File: src/rtl/adder_seq_pkg.sv
// Shared definitions for the adder measurement sequencer.
//   - cmd_op_t    : command opcodes carried on cmd_op
//   - seq_state_t : sequencer FSM states, also visible on dbg_state
//   - WINDOW_W    : width of the measurement window length field
package adder_seq_pkg;

  localparam int WINDOW_W = 16;

  typedef enum logic [1:0] {
    OP_LOAD_A = 2'd0,
    OP_LOAD_B = 2'd1,
    OP_RUN    = 2'd2,
    OP_CLEAR  = 2'd3
  } cmd_op_t;

  // Gray-style encoding: bit 0 is set exactly in SETTLE and MEASURE, so
  // the ring enable is a single flop output and cannot glitch on any
  // state transition (including SETTLE -> REPORT).
  typedef enum logic [1:0] {
    IDLE    = 2'b00,
    SETTLE  = 2'b01,
    MEASURE = 2'b11,
    REPORT  = 2'b10
  } seq_state_t;

endpackage

File: src/rtl/ring_edge_counter.sv
// Synchronises the divided ring-oscillator output into the system clock
// domain, detects rising edges and counts them with saturation.
// Ports:
//   clk, rst_n   system clock, asynchronous active-low reset
//   ring_div     divided ring output (asynchronous to clk)
//   clear        forces the count to zero (takes priority over counting)
//   count_en     allows detected edges to be counted
//   count_now    count including any edge detected in the current cycle;
//                this is the value the count register takes at the next edge
module ring_edge_counter #(
  parameter int CNT_W       = 24,
  parameter int SYNC_STAGES = 2
) (
  input  logic             clk,
  input  logic             rst_n,
  input  logic             ring_div,
  input  logic             clear,
  input  logic             count_en,
  output logic [CNT_W-1:0] count_now
);

  logic [SYNC_STAGES-1:0] sync_q;
  logic                   prev_q;
  logic [CNT_W-1:0]       count_q;
  logic                   rise;

  // The synchroniser and edge-detect flop run continuously; the owner of
  // count_en is expected to give them at least one cycle of history
  // before enabling the count.
  assign rise = sync_q[SYNC_STAGES-1] & ~prev_q;

  always_comb begin
    count_now = count_q;
    if (clear) begin
      count_now = '0;
    end else if (count_en && rise && (count_q != {CNT_W{1'b1}})) begin
      count_now = count_q + CNT_W'(1);
    end
  end

  always_ff @(posedge clk or negedge rst_n) begin
    if (!rst_n) begin
      sync_q  <= '0;
      prev_q  <= 1'b0;
      count_q <= '0;
    end else begin
      sync_q  <= {sync_q[SYNC_STAGES-2:0], ring_div};
      prev_q  <= sync_q[SYNC_STAGES-1];
      count_q <= count_now;
    end
  end

endmodule

File: src/rtl/adder_measure_sequencer.sv
// Control stage in front of the instrumented Sklansky adder. Accepts
// operand/run commands, drives the adder operands, gates the ring
// oscillator for a programmable window, counts divided ring edges and
// returns the captured sum and edge count on a result port.
// Ports:
//   wb_clk_i, wb_rst_n     system clock, asynchronous active-low reset
//   cmd_valid/ready/op/data command port (LOAD_A, LOAD_B, RUN, CLEAR)
//   a_input, b_input       operands to the adder
//   ring_en                ring oscillator enable
//   sum_i                  adder sum
//   ring_div_i             divided ring output (asynchronous)
//   res_valid/ready        result handshake
//   res_sum, res_count     captured sum and ring edge count
//   busy                   high whenever the FSM is not IDLE
//   dbg_state              current FSM state
//
// Handshakes: a transfer happens on a rising clock edge where valid and
// ready are both high. The sender holds valid and its payload until that
// edge; ready never depends combinationally on valid. Both ready and
// res_valid are decoded from registered state only.
module adder_measure_sequencer
  import adder_seq_pkg::*;
#(
  parameter int WIDTH       = 32,
  parameter int CNT_W       = 24,
  parameter int SETTLE_CYC  = 2,
  parameter int SYNC_STAGES = 2
) (
  input  logic             wb_clk_i,
  input  logic             wb_rst_n,
  input  logic             cmd_valid,
  output logic             cmd_ready,
  input  logic [1:0]       cmd_op,
  input  logic [WIDTH-1:0] cmd_data,
  output logic [WIDTH-1:0] a_input,
  output logic [WIDTH-1:0] b_input,
  output logic             ring_en,
  input  logic [WIDTH-1:0] sum_i,
  input  logic             ring_div_i,
  output logic             res_valid,
  input  logic             res_ready,
  output logic [WIDTH-1:0] res_sum,
  output logic [CNT_W-1:0] res_count,
  output logic             busy,
  output logic [1:0]       dbg_state
);

  // Settle counter counts 0 .. SETTLE_CYC-1.
  localparam int SET_W = (SETTLE_CYC < 2) ? 1 : $clog2(SETTLE_CYC);

  seq_state_t          state;
  seq_state_t          next_state;
  cmd_op_t             op;
  logic [WINDOW_W-1:0] window_q;
  logic [WINDOW_W-1:0] win_cnt;
  logic [SET_W-1:0]    settle_cnt;
  logic                out_of_reset;
  logic                cmd_fire;
  logic                settle_last;
  logic                measure_last;
  logic                window_zero;
  logic                capture;
  logic [CNT_W-1:0]    count_now;

  assign op           = cmd_op_t'(cmd_op);
  assign cmd_fire     = cmd_valid & cmd_ready;
  assign window_zero  = (window_q == '0);
  assign settle_last  = (settle_cnt == SET_W'(SETTLE_CYC - 1));
  assign measure_last = (win_cnt == (window_q - WINDOW_W'(1)));

  // Result registers load on the final cycle of the ring-enabled phase:
  // the last MEASURE cycle, or the last SETTLE cycle when the window is 0.
  assign capture = ((state == SETTLE) && settle_last && window_zero) ||
                   ((state == MEASURE) && measure_last);

  // cmd_ready is held low while in reset and rises at the first edge after
  // release, so every output reads 0 during reset.
  assign cmd_ready = out_of_reset & (state == IDLE);
  assign ring_en   = state[0];
  assign res_valid = (state == REPORT);
  assign busy      = (state != IDLE);
  assign dbg_state = state;

  always_comb begin
    next_state = state;
    case (state)
      IDLE: begin
        if (cmd_fire && (op == OP_RUN)) next_state = SETTLE;
      end
      SETTLE: begin
        if (settle_last) next_state = window_zero ? REPORT : MEASURE;
      end
      MEASURE: begin
        if (measure_last) next_state = REPORT;
      end
      REPORT: begin
        if (res_ready) next_state = IDLE;
      end
      default: next_state = IDLE;
    endcase
  end

  always_ff @(posedge wb_clk_i or negedge wb_rst_n) begin
    if (!wb_rst_n) begin
      state        <= IDLE;
      out_of_reset <= 1'b0;
      window_q     <= '0;
      win_cnt      <= '0;
      settle_cnt   <= '0;
      a_input      <= '0;
      b_input      <= '0;
      res_sum      <= '0;
      res_count    <= '0;
    end else begin
      state        <= next_state;
      out_of_reset <= 1'b1;

      // Phase counters restart from zero every time their state is entered.
      settle_cnt <= (state == SETTLE) ? settle_cnt + SET_W'(1) : '0;
      win_cnt    <= (state == MEASURE) ? win_cnt + WINDOW_W'(1) : '0;

      // cmd_fire is only possible in IDLE, so operands never move mid-run.
      if (cmd_fire) begin
        case (op)
          OP_LOAD_A: a_input  <= cmd_data;
          OP_LOAD_B: b_input  <= cmd_data;
          OP_RUN:    window_q <= cmd_data[WINDOW_W-1:0];
          OP_CLEAR: begin
            a_input   <= '0;
            b_input   <= '0;
            res_sum   <= '0;
            res_count <= '0;
          end
          default: ;
        endcase
      end

      if (capture) begin
        res_sum   <= sum_i;
        res_count <= (state == SETTLE) ? '0 : count_now;
      end
    end
  end

  // Counter is held clear for all of SETTLE, which also lets the
  // edge-detect history flush before counting starts.
  ring_edge_counter #(
    .CNT_W       (CNT_W),
    .SYNC_STAGES (SYNC_STAGES)
  ) u_ring_edge_counter (
    .clk       (wb_clk_i),
    .rst_n     (wb_rst_n),
    .ring_div  (ring_div_i),
    .clear     (state == SETTLE),
    .count_en  (state == MEASURE),
    .count_now (count_now)
  );

endmodule

File: config.mk
export PLATFORM = sky130hd
export DESIGN_NAME = adder_measure_sequencer
export DESIGN_NICKNAME = d
export VERILOG_FILES = /design/src/rtl/adder_seq_pkg.sv /design/src/rtl/ring_edge_counter.sv /design/src/rtl/adder_measure_sequencer.sv
export SDC_FILE = /design/constraint.sdc
export NUM_CORES = 1
export LEC_CHECK = 0
export CAP_MARGIN = 20
export CORE_ASPECT_RATIO = 0.75
export CORE_MARGIN = 2
export CORE_UTILIZATION = 30
export CTS_BUF_LIST = sky130_fd_sc_hd__clkbuf_8
export DETAILED_ROUTE_END_ITERATION = 16
export HOLD_SLACK_MARGIN = 0.12
export MAX_ROUTING_LAYER = met4
export PLACE_DENSITY = 0.54
export SKIP_LAST_GASP = 1
export SYNTH_ARGS = -nofsm -noshare
export SYNTH_HDL_FRONTEND = slang
export SYNTH_SLANG_ARGS = --single-unit
File: constraint.sdc
create_clock -name wb_clk_i -period 3.6 [get_ports wb_clk_i]
set_clock_uncertainty 0.05 [all_clocks]
set_input_delay 0.72 -clock wb_clk_i [delete_from_list [all_inputs] [get_ports wb_clk_i]]
set_output_delay 0.72 -clock wb_clk_i [all_outputs]
set_load 0.02 [all_outputs]
==> results.yml, run 1 <==
timing:
  period_share_pct: 90.66
  finalHoldViolations: 0
  fmax_mhz: 306.4
  fin_hold_ws_ns: 0.2398
  setup_tns_ns: 0
  max_slew.worst_pin.slew_ns: 0.9180
  relSlewSlack_pct: 38.67
  rsz0062_at_grt: "false"
  report.final.slew_viol_count: 0
  min_period_ns: 3.264
  setup_viol: 0
critical_path:
  worst-r2r-setup-slack_ns: 0.34
  reg2reg_from: "window_q[1]"
  startpoint_type: "flip-flop"
  worstPathCellList: "or4_4 -> or3_1 -> a2111oi_0 -> and4b_1 -> nand3b_1 -> nor3_4 -> buf_12 -> mux2_2"
  rr_worst_depth: 8
  rr_endpoint: "res_count[17]"
  crit_family: "simple AND/OR/NAND/NOR gates"
  arrival_ns: 3.57
  path_class: "flip-flop to flip-flop"
  critPathCaptureType: "flip-flop"
  worstPathRequired_ns: 3.90
  worst-path-buf-inv: 1
  cp_slowest_stage_delay_ns: 0.58
  critPathMaxFanout: 56
  crit_path_top_delay_cell: "or4_4"
  cp.depth: 8
final_layout:
  nNetsFinal: 1105
  layout_commonest_cell: "clkdlybuf4s50_1"
  instances_no_fill: 1399
  drive_above_1_share_pct: 8.646
  mostFrequentLayoutCells: "clkdlybuf4s50_1 (195), dfrtp_1 (183), nand2_1 (108)"
  area_growth_pct: 33.51
  fill_cells: 2765
min_path:
  hold_path.class: "primary input to async pin"
clock_tree:
  clockRootBuffer: "clkbuf_8"
  cts_max_path_buffers: 2
  cts_resized: 0
  cts_setup_buffers: 0
  path_clk_slew_ns: 0.11
  numCtsBuffers: 17
  htreeDepth: 4
  cts_tree: "done"
  clk_latency_ns: 0.47
  cts_sinks: 183
  cts_hold_buffers: 0
yosys:
  syn_inst: 846
  synth-seq-area-share_pct: 54.19
  ys_seq_elements: 183
  synthArstFlopShare_pct: 100.0
  synth_edf_count: 0
  syn_nets: 923
  postSynthAreaPerCell_um2: 9.989
  ys_types: 48
  synth_area_leaders: "dfrtp_1 (54%), nand2_1 (4.8%), mux2_2 (4.7%)"
  synth_top_area_share_pct: 54.19
  netlist_area_um2: 8451
  synth_warnings: 0
  synthFlopType: "dfrtp_1"
  synth_top_area_cell: "dfrtp_1"
routing:
  routed_wl_um: 23390
  first_iter_violations: 369
  wl_per_cell_um: 16.72
  drc: 0
  routed-via-count: 6638
  dr.pass1.iters: 4
  ant_nets: 0
  via_per_inst: 4.745
power_and_ir_drop:
  power_density_nw_per_um2: 368.0
  ir_drop_v: 0.0002374
  power.leakage_nw: 5.076
grt:
  grt_pass1_wl_um: 37400
  antenna_found_initial: 2
  grt_max_degree: 77
  grt_usage_pct: 16.84
  grt_pass1_vias: 6641
  gr-total-overflow: 0
floorplanning:
  dieArea_um2: 29540
  die_y_um: 149.4
  die_w_um: 197.8
  fp.coreArea_um2: 27850
  io_pins: 197
  rows: 53
  start_util_pct: 30.34
place:
  placedCellCount: 1366
  gp_congestion: 0.8361
  place_hpwl_um: 16230
  numPortBuffers: 196
job:
  max-cap-violations: 0
outcome:
  status: "complete, no violations"
==> cell usage after synthesis (all sizes together) (2+ instances only) <==
cell type	n
nor4	5
nand2	109
nor3	15
mux2	37
nor2	48
ha	6
xnor2	31
nand3b	3
or3	8
nand4	13
xor2	16
a31oi	3
or2	2
a21oi	28
a211oi	2
a22o	16
o31ai	3
o211ai	2
nor2b	18
buf	8
dfrtp	183
nand2b	34
o21ai	65
mux2i	2
or3b	2
o22ai	32
nand3	18
inv	46
o21a	4
and3	8
clkbuf	39
and4	5
nor3b	3
and2	23
==> area by class of cell <==
| class | instances | area (µm²) | share of cell area [%] |
|---|---|---|---|
| Sequential cell | 183 | 4579 | 40.59 |
| Multi-Input combinational cell | 570 | 3493 | 30.96 |
| Timing Repair Buffer | 210 | 2108 | 18.69 |
| Tap cell | 357 | 446.7 | 3.959 |
| Clock buffer | 19 | 261.5 | 2.318 |
| Clock inverter | 13 | 217.7 | 1.930 |
| Inverter | 46 | 172.7 | 1.530 |
| Antenna cell | 1 | 2.502 | 0.02218 |
==> worst max path at each step <==
stage / startpoint / end / slack, ns
2_1_floorplan: window_q[2] / res_count[22] / 0.61
3_3_place_gp: window_q[0] / res_count[14] / 0.38
3_5_place_dp: window_q[0] / res_count[14] / 0.33
4_1_cts: window_q[0] / res_count[17] / 0.31
5_1_grt: window_q[0] / res_count[14] / 0.16
6_report: window_q[1] / res_count[17] / 0.34
==> per-layer routing <==
metal  part of all wire, %  GRT usage, %  vias to the layer above  wire, µm
met5                     0             -                        -         0
met4                   1.1         4.211                        0       259
met3                   7.6         6.240                       14      1768
met2                    43         23.66                      155     10150
met1                    48         22.83                     3241     11210
li1                      -             -                     3228         -
==> per-stage QoR <==
step | power, W | cell area (µm²) | utilization [%] | setup slack, ns
after global placement | 0.002524 | 10800 | 38.78 | 0.3838
after floorplan | 0.002306 | 8451 | - | 0.6077
after global routing | 0.004332 | 11280 | 40.51 | 0.1558
final | 0.004152 | 11280 | 40.51 | 0.3364
after CTS | 0.004205 | 11280 | 40.50 | 0.3117
after detailed placement | 0.002525 | 10800 | 38.78 | 0.3273
==> cell families (layout without fill, tap and decap cells) <==
logic type | Yosys count | in the layout | synth area share (%)
other | 1 | 2 | 0.04438
and+or+nand+nor | 319 | 319 | 19.03
buffers and inverters | 93 | 288 | 4.753
adders and majority gates | 6 | 6 | 0.8883
AOI/OAI and AO/OA | 158 | 158 | 11.06
muxes | 39 | 39 | 5.167
xor gates and xnor gates | 47 | 47 | 4.871
DFF | 183 | 183 | 54.19
==> power by group <==
group	leakage (nW)	switching [W]	internal, W
Clock	0.244	0.000795	0.000876
Combinational	2.41	0.000174	0.000160
Sequential	2.42	0.0000424	0.00210
Total	5.08	0.00101	0.00314
==> flip-flops by register name, indices dropped and copies added, names as in the netlist <==
signal                       flops
u_ring_edge_counter.count_q     24
settle_cnt                       1
window_q                        16
out_of_reset                     1
u_ring_edge_counter.sync_q       2
res_sum                         32
a_input                         32
dbg_state                        2
u_ring_edge_counter.prev_q       1
win_cnt                         16
b_input                         32
res_count                       24
Power figures use the tool's default switching activity.
==> run 2, diff against run 1 <==
Settings changed: CORE_ASPECT_RATIO 0.75 to 1.1, CORE_MARGIN 2 to unset.
==> run 2 against run 1 <==
Sequential share of layout area increased by 0.19 points. Highest routed layer unchanged. Combinational power is 1% lower. Clock-buffer cell count is 2 lower. Routed wire length down 4.4%. Fmax decreased by 0.21%. Core utilization shrank 0.099 points.
==> results.yml, run 2 (synthesis results as in run 1) <==
grt:
  gr-total-overflow: 0
  grt_pass1_vias: 6529
  grt_usage_pct: 16.70
  grt_max_degree: 68
  antenna_found_initial: 0
  grt_pass1_wl_um: 36510
floorplanning:
  rows: 64
  fp.coreArea_um2: 27790
  dieArea_um2: 28840
  die_y_um: 178.0
  die_w_um: 162.0
  start_util_pct: 30.41
  io_pins: 197
clock_tree:
  cts_setup_buffers: 0
  htreeDepth: 4
  cts_sinks: 183
  cts_max_path_buffers: 2
  cts_hold_buffers: 0
  cts_resized: 0
  clk_latency_ns: 0.47
  cts_tree: "done"
  clockRootBuffer: "clkbuf_8"
  path_clk_slew_ns: 0.12
  numCtsBuffers: 17
timing:
  max_slew.worst_pin.slew_ns: 0.7123
  setup_tns_ns: 0
  period_share_pct: 90.85
  relSlewSlack_pct: 52.40
  rsz0062_at_grt: "false"
  fmax_mhz: 305.8
  setup_ws_ns: 0.3295
  min_period_ns: 3.270
  setup_viol: 0
  report.final.slew_viol_count: 0
  fin_hold_ws_ns: 0.1721
  finalHoldViolations: 0
final_layout:
  drive_above_1_share_pct: 8.917
  n_antenna_cell: 0
  instances_no_fill: 1406
  layout_commonest_cell: "clkdlybuf4s50_1"
  nNetsFinal: 1107
  mostFrequentLayoutCells: "clkdlybuf4s50_1 (195), dfrtp_1 (183), nand2_1 (108)"
  final_util_pct: 40.41
  area_growth_pct: 32.87
  top_regs: "a_input: 32 flops, b_input: 32 flops, res_sum: 32 flops"
place:
  place_hpwl_um: 15800
  numPortBuffers: 196
  gp_congestion: 0.8365
  dpl_worst_slack_ns: 0.3371
  placedCellCount: 1374
routing:
  first_iter_violations: 331
  ant_nets: 0
  via_per_inst: 4.637
  routed_wl_um: 22370
  dr.pass1.iters: 4
  routed-via-count: 6520
  drc: 0
  wl_per_cell_um: 15.91
job:
  max-cap-violations: 0
critical_path:
  critPathCaptureType: "flip-flop"
  worstPathRequired_ns: 3.90
  path_class: "flip-flop to flip-flop"
  worst-r2r-setup-slack_ns: 0.33
  critPathMaxFanout: 56
  arrival_ns: 3.57
  startpoint_type: "flip-flop"
  rr_worst_depth: 8
power_and_ir_drop:
  power_density_nw_per_um2: 349.7
  power.leakage_nw: 5.048
  ir_drop_v: 0.0002116
min_path:
  hold_path.class: "primary input to async pin"
outcome:
  status: "complete, no violations"
[run 2: worst max-delay path, stage by stage (launching register included)]
cell	delay, ns
dfrtp_1	0.48
or4_4	0.54
or3_1	0.35
a2111oi_0	0.40
and4b_1	0.26
nand3b_1	0.14
nor3_4	0.23
buf_12	0.28
mux2_2	0.37
[run 2: worst paths after layout]
path	from	to
min in group wb_clk_i	u_ring_edge_counter.sync_q[0]	u_ring_edge_counter.sync_q[1]
hold reg to reg	u_ring_edge_counter.sync_q[0]	u_ring_edge_counter.sync_q[1]
hold / removal	wb_rst_n	res_count[14]
max in group asynchronous	wb_rst_n	win_cnt[15]
setup / recovery	window_q[2]	res_count[19]
setup reg to reg	window_q[2]	res_count[19]
[run 2: per-layer routing]
metal | global-route usage (%) | part of all wire (%) | wire length [µm]
met3 | 3.883 | 5.1 | 1151
met5 | - | 0 | 0
met4 | 4.717 | 1.5 | 328
met2 | 25.54 | 47 | 10610
met1 | 22.05 | 46 | 10290
[run 2: through the flow]
step	cell area (µm²)	power [W]
after floorplan	8451	0.002306
after global placement	10810	0.002519
after detailed placement	10810	0.002521
after CTS	11230	0.003993
after global routing	11230	0.004120
final	11230	0.003926
[run 2: cell type report]
class	count	area, µm²
Fill cell	2724	16560
Sequential cell	183	4579
Multi-Input combinational cell	570	3493
Timing Repair Buffer	212	2111
Tap cell	363	454.2
Clock buffer	17	234.0
Clock inverter	15	183.9
Inverter	46	172.7
[run 2: power by group]
group,switching [W],internal [W]
sequential,0.0000420,0.00210
combinational,0.000170,0.000161
clock,0.000860,0.000591
total,0.00107,0.00285
==> run 3, diff against run 2 <==
Settings changed: CORE_MARGIN set to 2.
==> run 3 against run 2 <==
Global-route usage shrank 0.34 points. Non-clock buffer count is the same. Clock power grew 4%. Via count grew 1.4%. Sequential power is essentially flat. Clock-buffer cell count grew 4.
==> results.yml, run 3 (synthesis results as in run 1) <==
critical_path:
  path_class: "flip-flop to flip-flop"
  critPathCaptureType: "flip-flop"
  crit_path_top_delay_cell: "or4_4"
  reg2reg_from: "window_q[2]"
  arrival_ns: 3.60
  critPathMaxFanout: 56
  cp_slowest_stage_delay_ns: 0.55
  worstPathCellList: "or4_4 -> or3_1 -> a2111oi_0 -> and4b_1 -> nand3b_1 -> nor3_4 -> buf_12 -> mux2_2"
  worst-r2r-setup-slack_ns: 0.30
  rr_worst_depth: 8
  rr_endpoint: "res_count[7]"
  startpoint_type: "flip-flop"
  worstPathRequired_ns: 3.89
  worst-path-buf-inv: 1
  crit_family: "simple AND/OR/NAND/NOR gates"
clock_tree:
  cts_resized: 0
  clockRootBuffer: "clkbuf_8"
  cts_setup_buffers: 0
  clk_latency_ns: 0.46
  numCtsBuffers: 17
  cts_max_path_buffers: 2
  cts_sinks: 183
  path_clk_slew_ns: 0.10
  cts_tree: "done"
  htreeDepth: 4
  cts_hold_buffers: 0
timing:
  report.final.slew_viol_count: 0
  fmax_mhz: 302.8
  setup_viol: 0
  finalHoldViolations: 0
  min_period_ns: 3.302
  max_slew.worst_pin.slew_ns: 0.7487
  relSlewSlack_pct: 49.97
  period_share_pct: 91.73
  setup_ws_ns: 0.2978
  setup_tns_ns: 0
  rsz0062_at_grt: "false"
floorplanning:
  rows: 64
  die_w_um: 164.0
  die_y_um: 180.0
  fp.coreArea_um2: 27790
  start_util_pct: 30.41
  dieArea_um2: 29530
  io_pins: 197
routing:
  first_iter_violations: 301
  drc: 0
  ant_nets: 0
  via_per_inst: 4.703
  dr.pass1.iters: 5
  wl_per_cell_um: 16.20
  routed-via-count: 6613
  routed_wl_um: 22780
place:
  place_hpwl_um: 15970
  dpl_worst_slack_ns: 0.3170
  gp_congestion: 0.8255
  numPortBuffers: 196
grt:
  grt_usage_pct: 16.36
  gr-total-overflow: 0
  grt_max_degree: 73
  grtUsageMet3_pct: 4.626
  met1_usage_pct: 21.30
  grt_pass1_vias: 6595
  grt_pass1_wl_um: 36900
  grt.busiest_layer: "met2"
  antenna_found_initial: 0
  met2_usage_pct: 24.99
final_layout:
  drive_above_1_share_pct: 8.821
  mostFrequentLayoutCells: "clkdlybuf4s50_1 (195), dfrtp_1 (183), nand2_1 (108)"
  area_growth_pct: 33.05
  nNetsFinal: 1107
  n_antenna_cell: 0
  fill_cells: 2729
  top_regs: "a_input: 32 flops, b_input: 32 flops, res_sum: 32 flops"
  layout_commonest_cell: "clkdlybuf4s50_1"
power_and_ir_drop:
  power_density_nw_per_um2: 354.9
  ir_drop_v: 0.0002036
  power.leakage_nw: 5.053
min_path:
  hold_path.class: "primary input to async pin"
outcome:
  status: "complete, no violations"
job:
  max-cap-violations: 0
-- run 3: area by class of cell --
| type | count | area, µm² | share of cell area [%] |
|---|---|---|---|
| Sequential cell | 183 | 4579 | 40.73 |
| Multi-Input combinational cell | 570 | 3493 | 31.07 |
| Timing Repair Buffer | 212 | 2111 | 18.77 |
| Tap cell | 363 | 454.2 | 4.040 |
| Clock buffer | 21 | 289.0 | 2.571 |
| Inverter | 46 | 172.7 | 1.536 |
| Clock inverter | 11 | 143.9 | 1.280 |
-- run 3: worst max-delay path by stage --
stage / from / to / cells past startpoint
finish: window_q[2] / res_count[7] / 8
CTS: window_q[2] / res_count[7] / 8
floorplan: window_q[2] / res_count[22] / 10
global placement: window_q[2] / res_count[11] / 8
global route: window_q[2] / res_count[5] / 8
detailed placement: window_q[2] / res_count[7] / 8
-- run 3: report_power, final --
part           leakage [nW]  internal [W]  switching [W]
combinational          2.41      0.000161       0.000171
sequential             2.42       0.00210      0.0000419
clock                 0.216      0.000761       0.000752
-- run 3: per-layer routing --
| layer | wire [µm] | part of all wire, % |
|---|---|---|
| met4 | 348 | 1.5 |
| met3 | 1274 | 5.6 |
| met5 | 0 | 0 |
| met1 | 10330 | 45 |
| met2 | 10820 | 48 |
-- run 3: stage by stage --
| step | hold WS [ns] | util (%) | cells | total power (W) | instance area [µm²] |
|---|---|---|---|---|---|
| after floorplan | 0.2812 | - | 846 | 0.002306 | 8451 |
| after global placement | 0.2921 | 38.90 | 1374 | 0.002520 | 10810 |
| after detailed placement | 0.2964 | 38.90 | 1374 | 0.002524 | 10810 |
| after CTS | 0.2124 | 40.46 | 1406 | 0.004055 | 11240 |
| after global routing | 0.2144 | 40.46 | 1406 | 0.004180 | 11240 |
| final | 0.2152 | 40.46 | 1406 | 0.003990 | 11240 |
==> variant, RTL diff (settings of run 1) <==
Make the reset (`rst_n` and `wb_rst_n`) synchronous in 2 clocked blocks. Comments in the files are not updated.
--- a/src/rtl/ring_edge_counter.sv
+++ b/src/rtl/ring_edge_counter.sv
@@ -38,7 +38,7 @@
     end
   end
 
-  always_ff @(posedge clk or negedge rst_n) begin
+  always_ff @(posedge clk) begin
     if (!rst_n) begin
       sync_q  <= '0;
       prev_q  <= 1'b0;
--- a/src/rtl/adder_measure_sequencer.sv
+++ b/src/rtl/adder_measure_sequencer.sv
@@ -100,7 +100,7 @@
     endcase
   end
 
-  always_ff @(posedge wb_clk_i or negedge wb_rst_n) begin
+  always_ff @(posedge wb_clk_i) begin
     if (!wb_rst_n) begin
       state        <= IDLE;
       out_of_reset <= 1'b0;
Function: differs if wb_rst_n is asserted again (counterexample within 4 cycles, from zero or initial values and one cycle with wb_rst_n low); with wb_rst_n held inactive, the same outputs for 4 cycles.
==> variant against run 1 <==
  * Hold slack gained 0.16 ns
  * Worst setup slack improved by 0.019 ns
  * Area after synthesis is 2.1% lower
  * Highest routed layer unchanged
  * Critical path type unchanged
  * Sequential cell count is the same
  * Routed wire length rose by 4.3%
  * Power decreased by 9.5%
  * Design area down 3.5%
==> variant: results (changes against run 1) <==
synth_common_cells: "dfxtp_1, nand2_1, clkbuf_1, nor2b_1"  # was dfrtp_1, nand2_1, o21ai_0, nor2_1, inv_1
pwr-share-comb: 0.102  # was 0.081
antenna_found_initial: 0  # was 2
drive_above_1_share: 0.0592  # was 0.0865
dp_cells: 1436  # was 1,366
hpwl_mm: 17.1  # was 16.2 mm
gp_congestion: 0.863  # was 0.836
yosysUniqueCellTypes: 62  # was 48
routed-wl-met3_mm: 2.01  # was 1.77 mm
grt_max_degree: 91  # was 77
wirelength_mm: 24.4  # was 23.4 mm
pg_comb_uw: 385  # was 335 µW
r2r_slack_ns: 0.36  # was 0.34 ns
dr_total_vias: 7207  # was 6,638
placed_area_um2: 10500  # was 10,800 µm²
pg_seq_uw: 2060  # was 2150 µW
synthMuxAreaShare: 0.0413  # was 0.0517
synthXorXnorAreaFrac: 0.0540  # was 0.0487
fin_hold_ws_ns: 0.404  # was 0.240 ns
synth_top_area_share: 0.443  # was 0.542
dp_slack_ns: 0.402  # was 0.327 ns
synth.net_count: 1021  # was 923
nNetsFinal: 1182  # was 1,105
drt_iter0_drc: 361  # was 369
wl_per_cell_um: 16.6  # was 16.7 µm
yosysSeqAreaShare: 0.443  # was 0.542
synth_area_leaders: "dfxtp_1, nand2_1, nor2b_1"  # was dfrtp_1, nand2_1, mux2_2
status: "complete, no violations"  # unchanged
crit_end: "res_count[16]$_SDFFE_PN0P_"  # was res_count[17]$_DFFE_PN0P_
grt_pass1_vias: 7253  # was 6,641
p_sw_frac: 0.263  # was 0.244
## variant: changes by cell type after synthesis, sizes merged, moves of 30 or more
cell	delta
nand4	+30
o22ai	-30
dfrtp	-183
mux2	-36
nand3	+32
mux2i	+31
nand2b	-31
dfxtp	+183
nor2b	+47
nor3b	+30
inv	-32
a22oi	+32
o21ai	-55
## variant: cell type report
type / instances / area (µm²)
multi-input cells: 671 / 4230
flip-flops and latches: 183 / 3660
inverters: 14 / 52.6
well taps: 351 / 439
repair buffers: 217 / 2150
fillers: 2768 / 16200
clock buffers: 17 / 234
clock inverters: 13 / 109
## variant: critical path, cell delays in order (launching register included)
cell	delay (ns)
dfxtp_1	0.37
or4_4	0.59
or3_4	0.40
a2111oi_4	0.39
nand3_1	0.13
a2111o_1	0.58
or4_1	0.59
nand3_1	0.09
